==> src/rtl/dac_sample_scheduler_if.sv <==
// Handshake bundle between the sample scheduler, the sample sources, the
// state controller and the SPI DAC output controller.
interface dac_sample_scheduler_if;
    logic [4:0]  currentState;
    logic [11:0] keysSample;
    logic [11:0] songSample;
    logic [11:0] recordingSample;
    logic        keysValid;
    logic        songValid;
    logic        recordingValid;
    logic [2:0]  sampleRequest;
    logic [1:0]  activeSource;
    logic [11:0] dacSample;
    logic        dacSendSample_n;
    logic        dacIsBusy;
    logic        dacTransmitComplete;
    logic [7:0]  underrunCount;
    logic [7:0]  missedTickCount;

    modport master (
        input  currentState,
        input  keysSample, songSample, recordingSample,
        input  keysValid, songValid, recordingValid,
        input  dacIsBusy, dacTransmitComplete,
        output sampleRequest, activeSource, dacSample, dacSendSample_n,
        output underrunCount, missedTickCount
    );

    modport slave (
        output currentState,
        output keysSample, songSample, recordingSample,
        output keysValid, songValid, recordingValid,
        output dacIsBusy, dacTransmitComplete,
        input  sampleRequest, activeSource, dacSample, dacSendSample_n,
        input  underrunCount, missedTickCount
    );
endinterface

==> src/rtl/dac_sample_scheduler.sv <==
// Sample-rate scheduler: generates the sample tick, picks the active source,
// fetches one sample per tick and hands it to the SPI DAC controller.
module dac_sample_scheduler #(
    parameter int unsigned CLOCKS_PER_SAMPLE = 32'd2500,
    parameter int unsigned TIMEOUT_CLOCKS    = 32'd2000,
    parameter logic [11:0] MIDSCALE          = 12'd2048
) (
    input  logic                   clock_50Mhz,
    input  logic                   reset,
    dac_sample_scheduler_if.master sched_if
);
    typedef enum logic [2:0] {
        ST_IDLE      = 3'd0,
        ST_REQUEST   = 3'd1,
        ST_WAIT_DATA = 3'd2,
        ST_WAIT_DAC  = 3'd3,
        ST_SENDING   = 3'd4
    } state_t;

    localparam logic [1:0]  SRC_KEYS     = 2'd0;
    localparam logic [1:0]  SRC_SONG     = 2'd1;
    localparam logic [1:0]  SRC_REC      = 2'd2;
    localparam logic [1:0]  SRC_SILENCE  = 2'd3;
    localparam logic [15:0] TICK_LAST    = 16'(CLOCKS_PER_SAMPLE - 32'd1);
    localparam logic [15:0] TIMEOUT_LAST = 16'(TIMEOUT_CLOCKS - 32'd1);

    function automatic logic [1:0] decode_source(input logic [4:0] st);
        logic [1:0] src;
        case (st)
            5'd0, 5'd3: src = SRC_KEYS;
            5'd1, 5'd2: src = SRC_SONG;
            5'd4:       src = SRC_REC;
            default:    src = SRC_SILENCE;
        endcase
        return src;
    endfunction

    function automatic logic [2:0] request_mask(input logic [1:0] src);
        logic [2:0] mask;
        case (src)
            SRC_KEYS: mask = 3'b001;
            SRC_SONG: mask = 3'b010;
            SRC_REC:  mask = 3'b100;
            default:  mask = 3'b000;
        endcase
        return mask;
    endfunction

    state_t      state_q;
    logic [15:0] tick_cnt_q;
    logic [15:0] tick_cnt_d;
    logic [15:0] timer_q;
    logic [1:0]  active_q;
    logic [11:0] sample_q;
    logic [2:0]  request_q;
    logic        send_n_q;
    logic [7:0]  underrun_q;
    logic [7:0]  missed_q;
    logic        tick_s;
    logic [1:0]  next_src_s;
    logic        src_valid_s;
    logic [11:0] src_data_s;

    // Free-running sample tick counter next state.
    always_comb begin
        tick_s = (tick_cnt_q == TICK_LAST);
        if (tick_s) begin
            tick_cnt_d = 16'd0;
        end else begin
            tick_cnt_d = tick_cnt_q + 16'd1;
        end
    end

    // Only the source latched at the tick is listened to.
    always_comb begin
        next_src_s = decode_source(sched_if.currentState);
        case (active_q)
            SRC_KEYS: begin
                src_valid_s = sched_if.keysValid;
                src_data_s  = sched_if.keysSample;
            end
            SRC_SONG: begin
                src_valid_s = sched_if.songValid;
                src_data_s  = sched_if.songSample;
            end
            SRC_REC: begin
                src_valid_s = sched_if.recordingValid;
                src_data_s  = sched_if.recordingSample;
            end
            default: begin
                src_valid_s = 1'b0;
                src_data_s  = MIDSCALE;
            end
        endcase
    end

    // Tick counter register.
    always_ff @(posedge clock_50Mhz or posedge reset) begin
        if (reset) begin
            tick_cnt_q <= 16'd0;
        end else begin
            tick_cnt_q <= tick_cnt_d;
        end
    end

    // Transaction FSM with registered strobes and saturating event counters.
    always_ff @(posedge clock_50Mhz or posedge reset) begin
        if (reset) begin
            state_q    <= ST_IDLE;
            timer_q    <= 16'd0;
            active_q   <= SRC_SILENCE;
            sample_q   <= MIDSCALE;
            request_q  <= 3'b000;
            send_n_q   <= 1'b1;
            underrun_q <= 8'd0;
            missed_q   <= 8'd0;
        end else begin
            request_q <= 3'b000;
            send_n_q  <= 1'b1;
            if (tick_s && (state_q != ST_IDLE) && (missed_q != 8'hFF)) begin
                missed_q <= missed_q + 8'd1;
            end
            case (state_q)
                ST_IDLE: begin
                    if (tick_s) begin
                        active_q <= next_src_s;
                        // A source change presets midscale so an early underrun never replays stale audio.
                        if ((next_src_s == SRC_SILENCE) || (next_src_s != active_q)) begin
                            sample_q <= MIDSCALE;
                        end
                        if (next_src_s != SRC_SILENCE) begin
                            request_q <= request_mask(next_src_s);
                            state_q   <= ST_REQUEST;
                        end else if (!sched_if.dacIsBusy) begin
                            send_n_q <= 1'b0;
                            timer_q  <= 16'd0;
                            state_q  <= ST_SENDING;
                        end else begin
                            state_q <= ST_WAIT_DAC;
                        end
                    end
                end
                ST_REQUEST: begin
                    timer_q <= 16'd0;
                    state_q <= ST_WAIT_DATA;
                end
                ST_WAIT_DATA: begin
                    if (src_valid_s || (timer_q == TIMEOUT_LAST)) begin
                        if (src_valid_s) begin
                            sample_q <= src_data_s;
                        end else if (underrun_q != 8'hFF) begin
                            underrun_q <= underrun_q + 8'd1;
                        end
                        if (!sched_if.dacIsBusy) begin
                            send_n_q <= 1'b0;
                            timer_q  <= 16'd0;
                            state_q  <= ST_SENDING;
                        end else begin
                            state_q <= ST_WAIT_DAC;
                        end
                    end else begin
                        timer_q <= timer_q + 16'd1;
                    end
                end
                ST_WAIT_DAC: begin
                    if (!sched_if.dacIsBusy) begin
                        send_n_q <= 1'b0;
                        timer_q  <= 16'd0;
                        state_q  <= ST_SENDING;
                    end
                end
                ST_SENDING: begin
                    if (sched_if.dacTransmitComplete || (timer_q == TIMEOUT_LAST)) begin
                        state_q <= ST_IDLE;
                    end else begin
                        timer_q <= timer_q + 16'd1;
                    end
                end
                default: begin
                    state_q <= ST_IDLE;
                end
            endcase
        end
    end

    assign sched_if.sampleRequest   = request_q;
    assign sched_if.activeSource    = active_q;
    assign sched_if.dacSample       = sample_q;
    assign sched_if.dacSendSample_n = send_n_q;
    assign sched_if.underrunCount   = underrun_q;
    assign sched_if.missedTickCount = missed_q;
endmodule

==> src/flat_wrapper.sv <==
// flat-port wrapper written by rule: the top's interface ports become plain ports
module dac_sample_scheduler_flat 
#(
    parameter int unsigned CLOCKS_PER_SAMPLE = 32'd2500,
    parameter int unsigned TIMEOUT_CLOCKS    = 32'd2000,
    parameter logic [11:0] MIDSCALE          = 12'd2048
)
  (clock_50Mhz, reset, sched_if_currentState, sched_if_keysSample, sched_if_songSample, sched_if_recordingSample, sched_if_keysValid, sched_if_songValid, sched_if_recordingValid, sched_if_dacIsBusy, sched_if_dacTransmitComplete, sched_if_sampleRequest, sched_if_activeSource, sched_if_dacSample, sched_if_dacSendSample_n, sched_if_underrunCount, sched_if_missedTickCount);
  dac_sample_scheduler_if sched_if_i ();
  input  logic clock_50Mhz;
  input  logic reset;
  input wire logic [$bits(sched_if_i.currentState)-1:0] sched_if_currentState;
  input wire logic [$bits(sched_if_i.keysSample)-1:0] sched_if_keysSample;
  input wire logic [$bits(sched_if_i.songSample)-1:0] sched_if_songSample;
  input wire logic [$bits(sched_if_i.recordingSample)-1:0] sched_if_recordingSample;
  input wire logic [$bits(sched_if_i.keysValid)-1:0] sched_if_keysValid;
  input wire logic [$bits(sched_if_i.songValid)-1:0] sched_if_songValid;
  input wire logic [$bits(sched_if_i.recordingValid)-1:0] sched_if_recordingValid;
  input wire logic [$bits(sched_if_i.dacIsBusy)-1:0] sched_if_dacIsBusy;
  input wire logic [$bits(sched_if_i.dacTransmitComplete)-1:0] sched_if_dacTransmitComplete;
  output wire logic [$bits(sched_if_i.sampleRequest)-1:0] sched_if_sampleRequest;
  output wire logic [$bits(sched_if_i.activeSource)-1:0] sched_if_activeSource;
  output wire logic [$bits(sched_if_i.dacSample)-1:0] sched_if_dacSample;
  output wire logic [$bits(sched_if_i.dacSendSample_n)-1:0] sched_if_dacSendSample_n;
  output wire logic [$bits(sched_if_i.underrunCount)-1:0] sched_if_underrunCount;
  output wire logic [$bits(sched_if_i.missedTickCount)-1:0] sched_if_missedTickCount;
  assign sched_if_i.currentState = sched_if_currentState;
  assign sched_if_i.keysSample = sched_if_keysSample;
  assign sched_if_i.songSample = sched_if_songSample;
  assign sched_if_i.recordingSample = sched_if_recordingSample;
  assign sched_if_i.keysValid = sched_if_keysValid;
  assign sched_if_i.songValid = sched_if_songValid;
  assign sched_if_i.recordingValid = sched_if_recordingValid;
  assign sched_if_i.dacIsBusy = sched_if_dacIsBusy;
  assign sched_if_i.dacTransmitComplete = sched_if_dacTransmitComplete;
  assign sched_if_sampleRequest = sched_if_i.sampleRequest;
  assign sched_if_activeSource = sched_if_i.activeSource;
  assign sched_if_dacSample = sched_if_i.dacSample;
  assign sched_if_dacSendSample_n = sched_if_i.dacSendSample_n;
  assign sched_if_underrunCount = sched_if_i.underrunCount;
  assign sched_if_missedTickCount = sched_if_i.missedTickCount;
  dac_sample_scheduler #(.CLOCKS_PER_SAMPLE(CLOCKS_PER_SAMPLE), .TIMEOUT_CLOCKS(TIMEOUT_CLOCKS), .MIDSCALE(MIDSCALE)) u_core (.clock_50Mhz(clock_50Mhz), .reset(reset), .sched_if(sched_if_i));
endmodule
==> config.mk <==
export PLATFORM = sky130hd
export DESIGN_NAME = dac_sample_scheduler_flat
export DESIGN_NICKNAME = d
export VERILOG_FILES = /design/src/rtl/dac_sample_scheduler_if.sv /design/src/rtl/dac_sample_scheduler.sv /design/src/flat_wrapper.sv
export SDC_FILE = /design/constraint.sdc
export NUM_CORES = 1
export LEC_CHECK = 0
export ABC_AREA = 1
export BUFFER_PORTS_ARGS = -buffer_cell sky130_fd_sc_hd__buf_2
export CAP_MARGIN = 25
export CORE_ASPECT_RATIO = 1.4
export CORE_UTILIZATION = 35
export CTS_CLUSTER_SIZE = 24
export DETAILED_ROUTE_END_ITERATION = 16
export HOLD_SLACK_MARGIN = 0.08
export PLACE_DENSITY_LB_ADDON = 0.3
export RECOVER_POWER = 25
export SLEW_MARGIN = 10
export SYNTH_ARGS = -nofsm -noshare
export SYNTH_HDL_FRONTEND = slang
export SYNTH_SLANG_ARGS = --single-unit
==> constraint.sdc <==
create_clock -name clock_50Mhz -period 4.15 [get_ports clock_50Mhz]
set_input_delay 0.83 -clock clock_50Mhz [delete_from_list [all_inputs] [get_ports clock_50Mhz]]
set_output_delay 0.83 -clock clock_50Mhz [all_outputs]
set_load 0.01 [all_outputs]
After elaboration in Yosys (flattened, before gate mapping) --
Index checks and enable logic that the tools add are counted.
Word-level totals: bits in writable memories 0, output and inout bits 34, register bits 69, bits in latches 0, memories 0, input port bits 48, ROM bits 0
Operators by class: equal/unequal tests 27, magnitude comparators 0, reduce and logical (&&, ||, !) cells 19, add/sub/neg operators 4, $mul 0, shifts and indexed selects 0, bitwise gates (word level) 1, div/mod/pow operators 0, mux-type cells 31
Operators by type and width (number):
- 16-bit two-way mux | 6
- 16-bit case mux with 5 select lines | 1
- 12-bit two-way mux | 4
- 12-bit case mux with 3 select lines | 1
- 16-bit by 1-bit adder with 16-bit output (second input constant) | 2
- 3-bit two-way mux | 9
- 12-bit case mux with 2 select lines | 1
- 8-bit by 1-bit adder with 8-bit output (second input constant) | 2
- 16-bit by 11-bit equality test with 1-bit output (second input constant) | 1
- 16-bit by 12-bit equality test with 1-bit output (second input constant) | 1
- 8-bit inequality test (second input constant) | 2
- 3-bit case mux with 5 select lines | 1
- 4-bit AND reduction | 3
- 5-bit by 2-bit equality test with 1-bit output (second input constant) | 2
- 2-bit by 1-bit inequality test with 1-bit output (second input constant) | 5
- 3-bit case mux with 3 select lines | 1
- 2-bit inequality test (second input constant) | 4
- 2-bit equality test (second input constant) | 3
- 3-bit by 2-bit equality test with 1-bit output (second input constant) | 2
- 1-bit case mux with 3 select lines | 2
- 2-bit case mux with 3 select lines | 1
- 5-bit by 1-bit equality test with 1-bit output (second input constant) | 1
- 5-bit by 3-bit equality test with 1-bit output (second input constant) | 1
- 5-bit logical NOT | 1
- other kinds (16) | 25

Longest topological paths before layout --
Gate-level depths: netlist of run 1.
depth after elaboration 8, mapped depth 13, gate-level depth less buffers 13

Worst setup path before layout of run 1 --
No wires, ideal clock.
kind input-to-reg, from in sched_if_currentState[0], to reg u_core.sample_q[0] (netlist: u_core.sched_if.dacSample[0]), setup time 0.117 ns, required time 4.033 ns, arrival time 1.870 ns, path buffers 1, path slack 2.163 ns, stages 10, cell sequence nor2_1 > nand3_1 > nand3_1 > xor2_1 > inv_1 > nand2_1 > nand2_1 > buf_2 > nand2_1 > nand2_1
On the way: word-level cells in the longest chain between the ends 7, elaborated cells on any way between the ends 13, classes of those cells 7 x eq/ne; 1 x mux; 5 x reduce/logical
RTL lines:
- start: declaration | RTL line flat_wrapper.sv:12 | input wire logic [$bits(sched_if_i.currentState)-1:0] sched_if_currentState;
- 5-bit by 1-bit equality test with 1-bit output, or another cell as far along | RTL line dac_sample_scheduler.sv:29 | case (st)
- 2-bit OR reduction | RTL line dac_sample_scheduler.sv:29
- 2-bit case mux with 3 select lines * | RTL line dac_sample_scheduler.sv:29
- 2-bit equality test / 2-bit inequality test (equally long branches) | RTL line dac_sample_scheduler.sv:128 | if ((next_src_s == SRC_SILENCE) || (next_src_s != active_q)) begin
- 1-bit logical OR * | RTL line dac_sample_scheduler.sv:128
- 2-bit by 1-bit inequality test with 1-bit output (no source line) *
- 5-bit AND reduction (no source line) *
- end signal: assignment | RTL line dac_sample_scheduler.sv:150 | sample_q <= src_data_s;
- end: declaration | RTL line dac_sample_scheduler.sv:54 | logic [11:0] sample_q;
Every way passes the cells marked *; elsewhere a longest branch is shown, timed or not. A chain may end at the register's enable or synchronous reset.

Final worst setup path of run 1 --
from reg u_core.tick_cnt_q[0], to reg u_core.sample_q[5] (netlist: u_core.sched_if.dacSample[5])
On the way: word-level cells in the longest chain between the ends 3
RTL lines:
- start: declaration | RTL line dac_sample_scheduler.sv:50 | logic [15:0] tick_cnt_q;
- start signal: assignment | RTL line dac_sample_scheduler.sv:102 | tick_cnt_q <= tick_cnt_d;
- 16-bit by 12-bit equality test with 1-bit output | RTL line dac_sample_scheduler.sv:66 | tick_s = (tick_cnt_q == TICK_LAST);
- 2-bit by 1-bit inequality test with 1-bit output (no source line)
- 5-bit AND reduction (no source line)
No other way between the ends.

==> qor.yml, run 1 <==
status:
  outcome: "finished, final reports clean"
worst_setup_path:
  regToRegEndpoint: "u_core.sched_if.dacSample[5]"
  cpMaxStageDelayCell: "sky130_fd_sc_hd__nor3_2"
  cpMostUsedCell: "sky130_fd_sc_hd__nand2_1"
  cp.required_ns: 4.36
  critPathMaxStageDelay_ns: 0.55
  reg2reg_depth: 10
  critical_path_class: "reg2reg"
  critPathTopFamily: "simple AND/OR/NAND/NOR gates"
  critical_path.max_fanout: 13
  timing.rr.start: "u_core.tick_cnt_q[0]"
  critPathLaunchType: "flop"
  critical_path.startpoint: "u_core.tick_cnt_q[0]"
  setup_slack_of_the_most_critical_reg_to_reg_path_ns: 1.72
  end_kind: "flop"
  cp.buffers_inverters: 0
  crit_path_cell_trace: "ha_1 -> nand3_1 -> nor2_1 -> nand2_1 -> nand2_1 -> nand2_1 -> nor3_2 -> nand2_1 -> nand2_1 -> nand2_1"
  worst_ep_arrival_time_ns: 2.64
timing:
  timing.hold.ws_ns: 0.454
  period_minus_slack_ns: 2.43
  fin_skew_ns: 0.00734
  worstMarginPinSlew_ns: 1.45
  finalSetupViolations: 0
  finalMaxSlewViolations: 0
  finalSetupTns_ns: 0
  worst_slew_margin_rel_pct: 2.97
  min_period_over_period_pct: 58.5
  grt_setup_unrepaired: "false"
  fmax_ghz: 0.412
  report.final.hold_viol_count: 0
drt:
  drt-total-wl_um: 11200
  detailroute.via_count: 4366
  wire_per_inst_um: 12.7
  drtAntennaViolNets: 0
  drt-initial-drc-count: 188
  dr.pass1.iters: 5
  viasPerCell: 4.97
  post-route-drc-count: 0
placement:
  placed_area_um2: 4880
  portBuffers: 81
  detailedPlacementHpwl_um: 8740
  gpl.final_weighted_congestion: 0.921
power_and_ir_drop:
  p_leak_nw: 2.90
  peakVddDrop_mv: 0.250
  power_density_nw_per_um2: 426
die:
  die_y_um: 134
  die_width_um: 96.2
  floorplan.initialDensity_pct: 36.4
  design.portCount: 82
  num_rows: 47
  dieArea_um2: 12900
  core_um2: 11900
global_route:
  gr_peak_layer: "met2"
  use_met1_pct: 21.1
  global_route_met2_usage_pct: 32.3
  grt_first_pass_wirelength_um: 18600
  grt_remaining_overflow: 0
  grtUsageMet3_pct: 3.00
  grt_use_total_pct: 18.3
  largest_net_degree_at_the_start_of_global_routing: 39
  first_global_vias: 4133
  antenna_violations_before_repair: 0
synth:
  synth_area_um2: 4350
  synth.lib_cells_used.distinct: 35
  synth_edf_count: 0
  synth_xor_area_share_pct: 4.64
  synth_seq_area_share_pct: 39.9
  synth-simple-area-share_pct: 40.9
  dominant_combinational_cell_family_by_area_after_synthesis: "simple AND/OR/NAND/NOR gates"
  synth-compound-area-share_pct: 4.66
  syn_area_per_cell_um2: 6.75
  yosys_warnings: 0
  synth_cells: 644
  mappedNetlistNets: 696
  synth_async_sr_flop_share_pct: 100
  synth_seq_cells: 69
  synth.mux.area_fraction_pct: 0
  yosys_most_used_dff: "sky130_fd_sc_hd__dfrtp_1"
  synth-adder-area-share_pct: 1.15
hold_path:
  hold_path_end: "u_core.tick_cnt_q[0]"
  hold_critical_path_depth: 1
  min_path_type: "reg2reg"
  min_from: "u_core.tick_cnt_q[0]"
cts:
  cts.reportedPaths.clkPinSlew_ns: 0.05
  cts.root.buffer_cell: "sky130_fd_sc_hd__clkbuf_16"
  number_of_sinks_driven_by_the_clock_tree: 69
  post_cts.resized_instances: 0
  hold_buffer_count_at_cts: 0
  postCtsSetupRepairBufs: 0
  numCtsBuffers: 9
  htree_levels: 3
  ctsLongestPathBuffers: 2
  worst_skew_pair.late_latency_ns: 0.33
  tritoncts: "done"
cells_and_area:
  total_nets_final: 778
  post_route_cells_drive_above_1_share_pct: 16.1
  areaGrowthSynthToFinish_pct: 18.8
  stdcell_area_um2: 5160
  num_antenna_cells: 0
flow_run:
  max_cap_viol_count: 0
==> how the worst max path moves through the flow <==
stage | to | slack (ns) | cells past startpoint
finish | u_core.sched_if.dacSample[5] | 1.72 | 10
floorplan | u_core.sched_if.dacSample[0] | 1.59 | 1
global route | u_core.sched_if.dacSample[4] | 1.50 | 10
detailed placement | u_core.sched_if.dacSample[5] | 1.54 | 10
global placement | u_core.sched_if.dacSample[2] | 1.61 | 10
CTS | u_core.sched_if.dacSample[5] | 1.73 | 10
==> flip-flops by register name, indices dropped and copies added, names as in the netlist <==
| register | flops |
|---|---|
| u_core.state_q | 3 |
| u_core.sched_if.underrunCount | 8 |
| u_core.sched_if.missedTickCount | 8 |
| u_core.sched_if.dacSample | 12 |
| u_core.tick_cnt_q | 16 |
| u_core.sched_if.activeSource | 2 |
| u_core.sched_if.dacSendSample_n | 1 |
| u_core.sched_if.sampleRequest | 3 |
| u_core.timer_q | 16 |
==> power breakdown <==
group          switching [W]  internal, W
logic               0.000453     0.000184
clock network       0.000273     0.000465
registers          0.0000741     0.000749
==> stage by stage <==
step / setup slack [ns] / total power, W / cells / util [%]
2_1_floorplan: 1.59 / 0.00130 / 644 / -
3_3_place_gp: 1.61 / 0.00146 / 862 / 40.9
3_5_place_dp: 1.54 / 0.00147 / 862 / 40.9
4_1_cts: 1.73 / 0.00222 / 878 / 43.3
5_1_grt: 1.50 / 0.00233 / 878 / 43.3
6_report: 1.72 / 0.00220 / 878 / 43.3
==> synth_stat cells, types with 4 or more instances <==
cell | n | area [um^2]
sky130_fd_sc_hd__nand2_1 | 235 | 882
sky130_fd_sc_hd__dfstp_2 | 4 | 105
sky130_fd_sc_hd__nand2_2 | 5 | 31.3
sky130_fd_sc_hd__nor2_1 | 66 | 248
sky130_fd_sc_hd__inv_2 | 4 | 15.0
sky130_fd_sc_hd__ha_1 | 4 | 50.1
sky130_fd_sc_hd__nor2_2 | 4 | 25.0
sky130_fd_sc_hd__nor3_1 | 14 | 70.1
sky130_fd_sc_hd__a21oi_1 | 13 | 65.1
sky130_fd_sc_hd__o21ai_0 | 18 | 90.1
sky130_fd_sc_hd__nand4_1 | 12 | 75.1
sky130_fd_sc_hd__xnor2_1 | 5 | 43.8
sky130_fd_sc_hd__inv_1 | 80 | 300
sky130_fd_sc_hd__nand3_1 | 67 | 335
sky130_fd_sc_hd__xor2_1 | 18 | 158
sky130_fd_sc_hd__buf_2 | 4 | 20.0
sky130_fd_sc_hd__dfrtp_1 | 65 | 1630
sky130_fd_sc_hd__clkbuf_1 | 5 | 18.8
==> worst register-to-register path: stages (launching register included) <==
cell and delay [ns]:
sky130_fd_sc_hd__dfrtp_1 0.36, sky130_fd_sc_hd__ha_1 0.23, sky130_fd_sc_hd__nand3_1 0.10, sky130_fd_sc_hd__nor2_1 0.10
sky130_fd_sc_hd__nand2_1 0.15, sky130_fd_sc_hd__nand2_1 0.12, sky130_fd_sc_hd__nand2_1 0.10, sky130_fd_sc_hd__nor3_2 0.55
sky130_fd_sc_hd__nand2_1 0.41, sky130_fd_sc_hd__nand2_1 0.14, sky130_fd_sc_hd__nand2_1 0.06
==> cell families after synthesis <==
kind of cell / after synthesis
AO/OA/AOI/OAI: 36
XOR/XNOR: 23
adder cells (fa/ha/maj): 4
buffers and inverters: 96
flip-flops: 69
AND/OR/NAND/NOR: 416
==> area by class of cell <==
class,count,area (um^2)
clock inverter,2,35.0
clock buffer,14,244
tap,147,184
timing repair buffer,83,420
inverter,84,315
multi-input combinational,479,2230
sequential,69,1730
fill,1247,6770
==> metal layers <==
metal  vias to the layer above  part of all wire [%]  wire (um)
li1                       2184                     -          -
met1                      2048                    41       4580
met2                       116                    53       5890
met3                        18                   4.3        485
met4                         0                   2.1        233
met5                         -                     0          0
==> layout by cell type, fill, tap and decap left out, types with 4 or more instances in the layout <==
cell	count
sky130_fd_sc_hd__nand2_1	235
sky130_fd_sc_hd__buf_2	81
sky130_fd_sc_hd__inv_1	80
sky130_fd_sc_hd__nand3_1	67
sky130_fd_sc_hd__nor2_1	66
sky130_fd_sc_hd__dfrtp_1	65
sky130_fd_sc_hd__xor2_1	18
sky130_fd_sc_hd__o21ai_0	18
sky130_fd_sc_hd__nor3_1	14
sky130_fd_sc_hd__a21oi_1	13
sky130_fd_sc_hd__nand4_1	12
sky130_fd_sc_hd__clkbuf_16	9
sky130_fd_sc_hd__nand2_2	5
sky130_fd_sc_hd__xnor2_1	5
sky130_fd_sc_hd__clkbuf_1	5
sky130_fd_sc_hd__nor2_2	4
sky130_fd_sc_hd__inv_2	4
sky130_fd_sc_hd__ha_1	4
sky130_fd_sc_hd__dfstp_2	4
Power figures use the tool's default switching activity.
==> run 2: changes to the inputs <==
--- a/config.mk
+++ b/config.mk
@@ -5,7 +5,7 @@
 export SDC_FILE = /design/constraint.sdc
 export NUM_CORES = 1
 export LEC_CHECK = 0
-export ABC_AREA = 1
+export ABC_AREA = 0
 export BUFFER_PORTS_ARGS = -buffer_cell sky130_fd_sc_hd__buf_2
 export CAP_MARGIN = 25
 export CORE_ASPECT_RATIO = 1.4
==> constraint.sdc (replaced) <==
create_clock -name clock_50Mhz -period 2.4 [get_ports clock_50Mhz]
set_input_delay 0.48 -clock clock_50Mhz [delete_from_list [all_inputs] [get_ports clock_50Mhz]]
set_output_delay 0.48 -clock clock_50Mhz [all_outputs]
set_load 0.01 [all_outputs]
==> run 2 against run 1 <==
Against the previous run:
- the flow now finishes with violations (capacitance limit, slew limit, setup timing)
- final area down 4.5%
- via count decreased by 26%
- first-iteration DRC count decreased by 1.6%
- combinational power rose by 110%
- core utilization rose by 4.4 points
- non-clock buffer count up 35
- critical path depth shrank 5
- sequential power increased by 81%
- count of clock-buffer cells in the layout down 1
- area after synthesis is 14% lower
- critical path type unchanged
- largest power group unchanged
==> qor.yml, run 2 <==
cells_and_area:
  post_route_cells_drive_above_1_share_pct: 35.2  # +19 points
  num-fill-cells: 999  # -20%
  layout.cells.most_common_list: "81 x sky130_fd_sc_hd__buf_2, 65 x sky130_fd_sc_hd__dfrtp_1, 41 x sky130_fd_sc_hd__nor2_1, 32 x sky130_fd_sc_hd__buf_4, 31 x sky130_fd_sc_hd__nand2_1"
  layout.cells.most_common: "sky130_fd_sc_hd__buf_2"
  instances_no_fill: 630  # -28%
  total_nets_final: 539  # -31%
  areaGrowthSynthToFinish_pct: 32.2
  num_antenna_cells: 0  # unchanged
drt:
  drt-initial-drc-count: 185  # -1.6%
  drt-total-wl_um: 8940  # -20%
  wire_per_inst_um: 14.2  # +11%
  detailroute.via_count: 3220  # -26%
  viasPerCell: 5.11  # +2.8%
  drtAntennaViolNets: 0  # unchanged
  dr.pass1.iters: 4  # -1
  post-route-drc-count: 0  # unchanged
timing:
  grt_setup_unrepaired: "true"
  min_period_over_period_pct: 100  # +42 points
  report.final.hold_viol_count: 0  # unchanged
  fin_skew_ns: 0.00549  # -0.00185 ns
  worst_slew_margin_rel_pct: -13.8  # -17 points
  worstMarginPinSlew_ns: 1.71  # +0.254 ns
  fmax_ghz: 0.416  # +1.1%
  period_minus_slack_ns: 2.40  # -0.0261 ns
  layout_setup_ws_ns: -0.00333  # -1.72 ns
  finalSetupViolations: 1  # +1
  finalMaxSlewViolations: 70  # +70
cts:
  number_of_sinks_driven_by_the_clock_tree: 69  # unchanged
  hold_buffer_count_at_cts: 0  # unchanged
  worst_skew_pair.late_latency_ns: 0.33  # about the same
  cts.reportedPaths.clkPinSlew_ns: 0.06  # about the same
  ctsLongestPathBuffers: 2  # unchanged
  numCtsBuffers: 9  # unchanged
  htree_levels: 3  # unchanged
  cts.root.buffer_cell: "sky130_fd_sc_hd__clkbuf_16"
  tritoncts: "done"
worst_setup_path:
  reg2reg_depth: 5  # -5
  critical_path.startpoint: "u_core.tick_cnt_q[13]"
  critical_path_class: "reg2reg"
  regToRegEndpoint: "u_core.state_q[0]"
  critPathLaunchType: "flop"
  end_kind: "flop"
  timing.rr.start: "u_core.tick_cnt_q[13]"
  critical_path.max_fanout: 4  # -9
  worst_ep_arrival_time_ns: 2.66  # +0.02 ns
  cp-endpoint: "u_core.state_q[0]"
  setup_slack_of_the_most_critical_reg_to_reg_path_ns: -0.003  # -1.72 ns
  cp.required_ns: 2.65  # -1.71 ns
synth:
  synth.most_common_cell: "sky130_fd_sc_hd__dfrtp_1"
  synth_seq_cells: 69  # unchanged
  most_frequent_cells_after_synthesis: "65 x sky130_fd_sc_hd__dfrtp_1, 41 x sky130_fd_sc_hd__nor2_1, 31 x sky130_fd_sc_hd__nand2_1"
  syn_area_per_cell_um2: 9.90  # +47%
  synth_async_sr_flop_share_pct: 100  # unchanged
  synth.lib_cells_used.distinct: 52  # +49%
  mappedNetlistNets: 429  # -38%
  synth_top_area_share_pct: 43.6  # +6.1 points
  yosys_warnings: 0  # unchanged
  synth_seq_area_share_pct: 46.4  # +6.5 points
  synth.area.top_cells: "sky130_fd_sc_hd__dfrtp_1 44%, sky130_fd_sc_hd__xnor2_1 5.6%, sky130_fd_sc_hd__mux2_2 4.8%"
  synth_edf_count: 0  # unchanged
  synth_cells: 377  # -41%
  synth_top_cell_by_area: "sky130_fd_sc_hd__dfrtp_1"
  synth_area_um2: 3730  # -14%
  yosys_most_used_dff: "sky130_fd_sc_hd__dfrtp_1"
power_and_ir_drop:
  p_leak_nw: 2.39  # -17%
  total_chip_power_w: 0.00420  # +91%
  internal_power_w: 0.00283  # +100%
  seq_power_share_pct: 35.6  # -1.8 points
  net_switching_power_of_the_design_w: 0.00136  # +70%
  power_density_nw_per_um2: 850  # +100%
  comb_power_share_pct: 31.6  # +2.6 points
  peakVddDrop_mv: 0.428  # +71%
  clkPwrFrac_pct: 32.8  # -0.8 points
  switching_share_pct: 32.5  # -3.9 points
global_route:
  grt_first_pass_wirelength_um: 14500  # -22%
  grt_use_total_pct: 17.2  # -1.1 points
  grt_remaining_overflow: 0  # unchanged
  antenna_violations_before_repair: 0  # unchanged
  largest_net_degree_at_the_start_of_global_routing: 70  # +79%
  first_global_vias: 3018  # -27%
die:
  floorplan.initialDensity_pct: 36.1  # -0.34 points
  die_width_um: 89.3  # -7.2%
  core_um2: 10300  # -13%
  dieArea_um2: 11100  # -14%
  die_y_um: 124  # -7.2%
  num_rows: 44  # -6.4%
  design.portCount: 82  # unchanged
hold_path:
  min_path_type: "in2reg"
flow_run:
  max_cap_viol_count: 1  # +1
status:
  outcome: "finished with violations"
  violations: "capacitance limit, slew limit, setup timing"
placement:
  portBuffers: 81  # unchanged
  place_inst: 612  # -29%
  detailedPlacementHpwl_um: 6190  # -29%
  gpl.final_weighted_congestion: 0.776  # -16%
## run 2: changes by cell type after synthesis, moves of 13 or more
cell / before / now
sky130_fd_sc_hd__nand2_1: 235 / 31
sky130_fd_sc_hd__xnor2_1: 5 / 24
sky130_fd_sc_hd__o21ai_0: 18 / 5
sky130_fd_sc_hd__nand3_1: 67 / 19
sky130_fd_sc_hd__a31oi_1: 0 / 13
sky130_fd_sc_hd__mux2_2: 0 / 16
sky130_fd_sc_hd__inv_1: 80 / 8
sky130_fd_sc_hd__nor2_1: 66 / 41
## run 2: how the worst min path moves through the flow
stage,to,cells past startpoint,slack (ns),startpoint
after floorplan,u_core.tick_cnt_q[15],1,0.44,u_core.tick_cnt_q[15]
after global placement,u_core.sched_if.underrunCount[5],1,0.47,u_core.sched_if.underrunCount[5]
after detailed placement,u_core.timer_q[15],1,0.49,u_core.timer_q[15]
after CTS,u_core.sched_if.missedTickCount[3],3,0.24,reset
after global routing,u_core.sched_if.sampleRequest[1],3,0.48,sched_if_currentState[1]
final,u_core.sched_if.sampleRequest[1],3,0.45,sched_if_currentState[1]
## run 2: critical path, cell delays in order (launching register included)
cell and delay [ns]:
sky130_fd_sc_hd__dfrtp_1 0.40, sky130_fd_sc_hd__or4b_4 0.52, sky130_fd_sc_hd__or4_4 0.59, sky130_fd_sc_hd__a32oi_2 0.22, sky130_fd_sc_hd__or4b_1 0.46, sky130_fd_sc_hd__a21oi_1 0.14
## run 2: kinds of logic (layout without fill, tap and decap cells)
logic type,Yosys count,in the layout,share of synthesized area (%)
fa+ha+maj,4,4,1.34
xor+xnor,32,32,7.51
buf+inv,27,142,2.95
compound gates,67,67,12.4
simple gates,150,150,21.4
mux,28,28,8.05
flops,69,69,46.4
## run 2: metal layers
metal | share of wire, % | wire length (um) | track usage (%)
met1 | 43 | 3870 | 20.7
met2 | 51 | 4580 | 29.4
met3 | 4.2 | 377 | 3.78
met4 | 1.3 | 115 | 7.04
met5 | 0 | 0 | 0
## run 2: power groups by stage
stage	combinational (W)	sequential (W)	clock, W
5_1_grt	0.00144	0.00151	0.00146
3_5_place_dp	0.00119	0.00150	0
4_1_cts	0.00120	0.00149	0.00141
6_report	0.00133	0.00149	0.00138
3_3_place_gp	0.00116	0.00149	0
2_1_floorplan	0.000732	0.00150	0
## run 2: final cells by class
cell class                 count  area [um^2]  share of cell area, %
clock buffer                  13          270                   5.48
clock inverter                 3         42.5                  0.862
inverter                       8         30.0                  0.609
multi-input combinational    281         1970                   39.9
sequential                    69         1730                   35.1
tap                          138          173                   3.50
timing repair buffer         118          718                   14.6
## run 2: metrics by stage
step	TNS, ns	hold slack [ns]	util (%)	instance area [um^2]	setup slack, ns
after global routing	-0.474	0.476	47.7	4930	-0.0544
after floorplan	-0.102	0.444	-	3740	-0.0221
after global placement	0	0.471	43.8	4530	0.0716
final	-0.00333	0.450	47.7	4930	-0.00333
after detailed placement	0	0.489	43.8	4530	0.0115
after CTS	-0.00651	0.238	46.9	4860	-0.00651
## run 2: what timing repair did
action / 4_1_cts / 5_1_grt
setup buffers: 0 / 1
gates resized for setup: 2 / 7
gates cloned: 0 / 1
endpoints found under the setup margin: 14 / 12
pin swaps: 2 / 4
endpoints found under the hold margin: 0 / 0
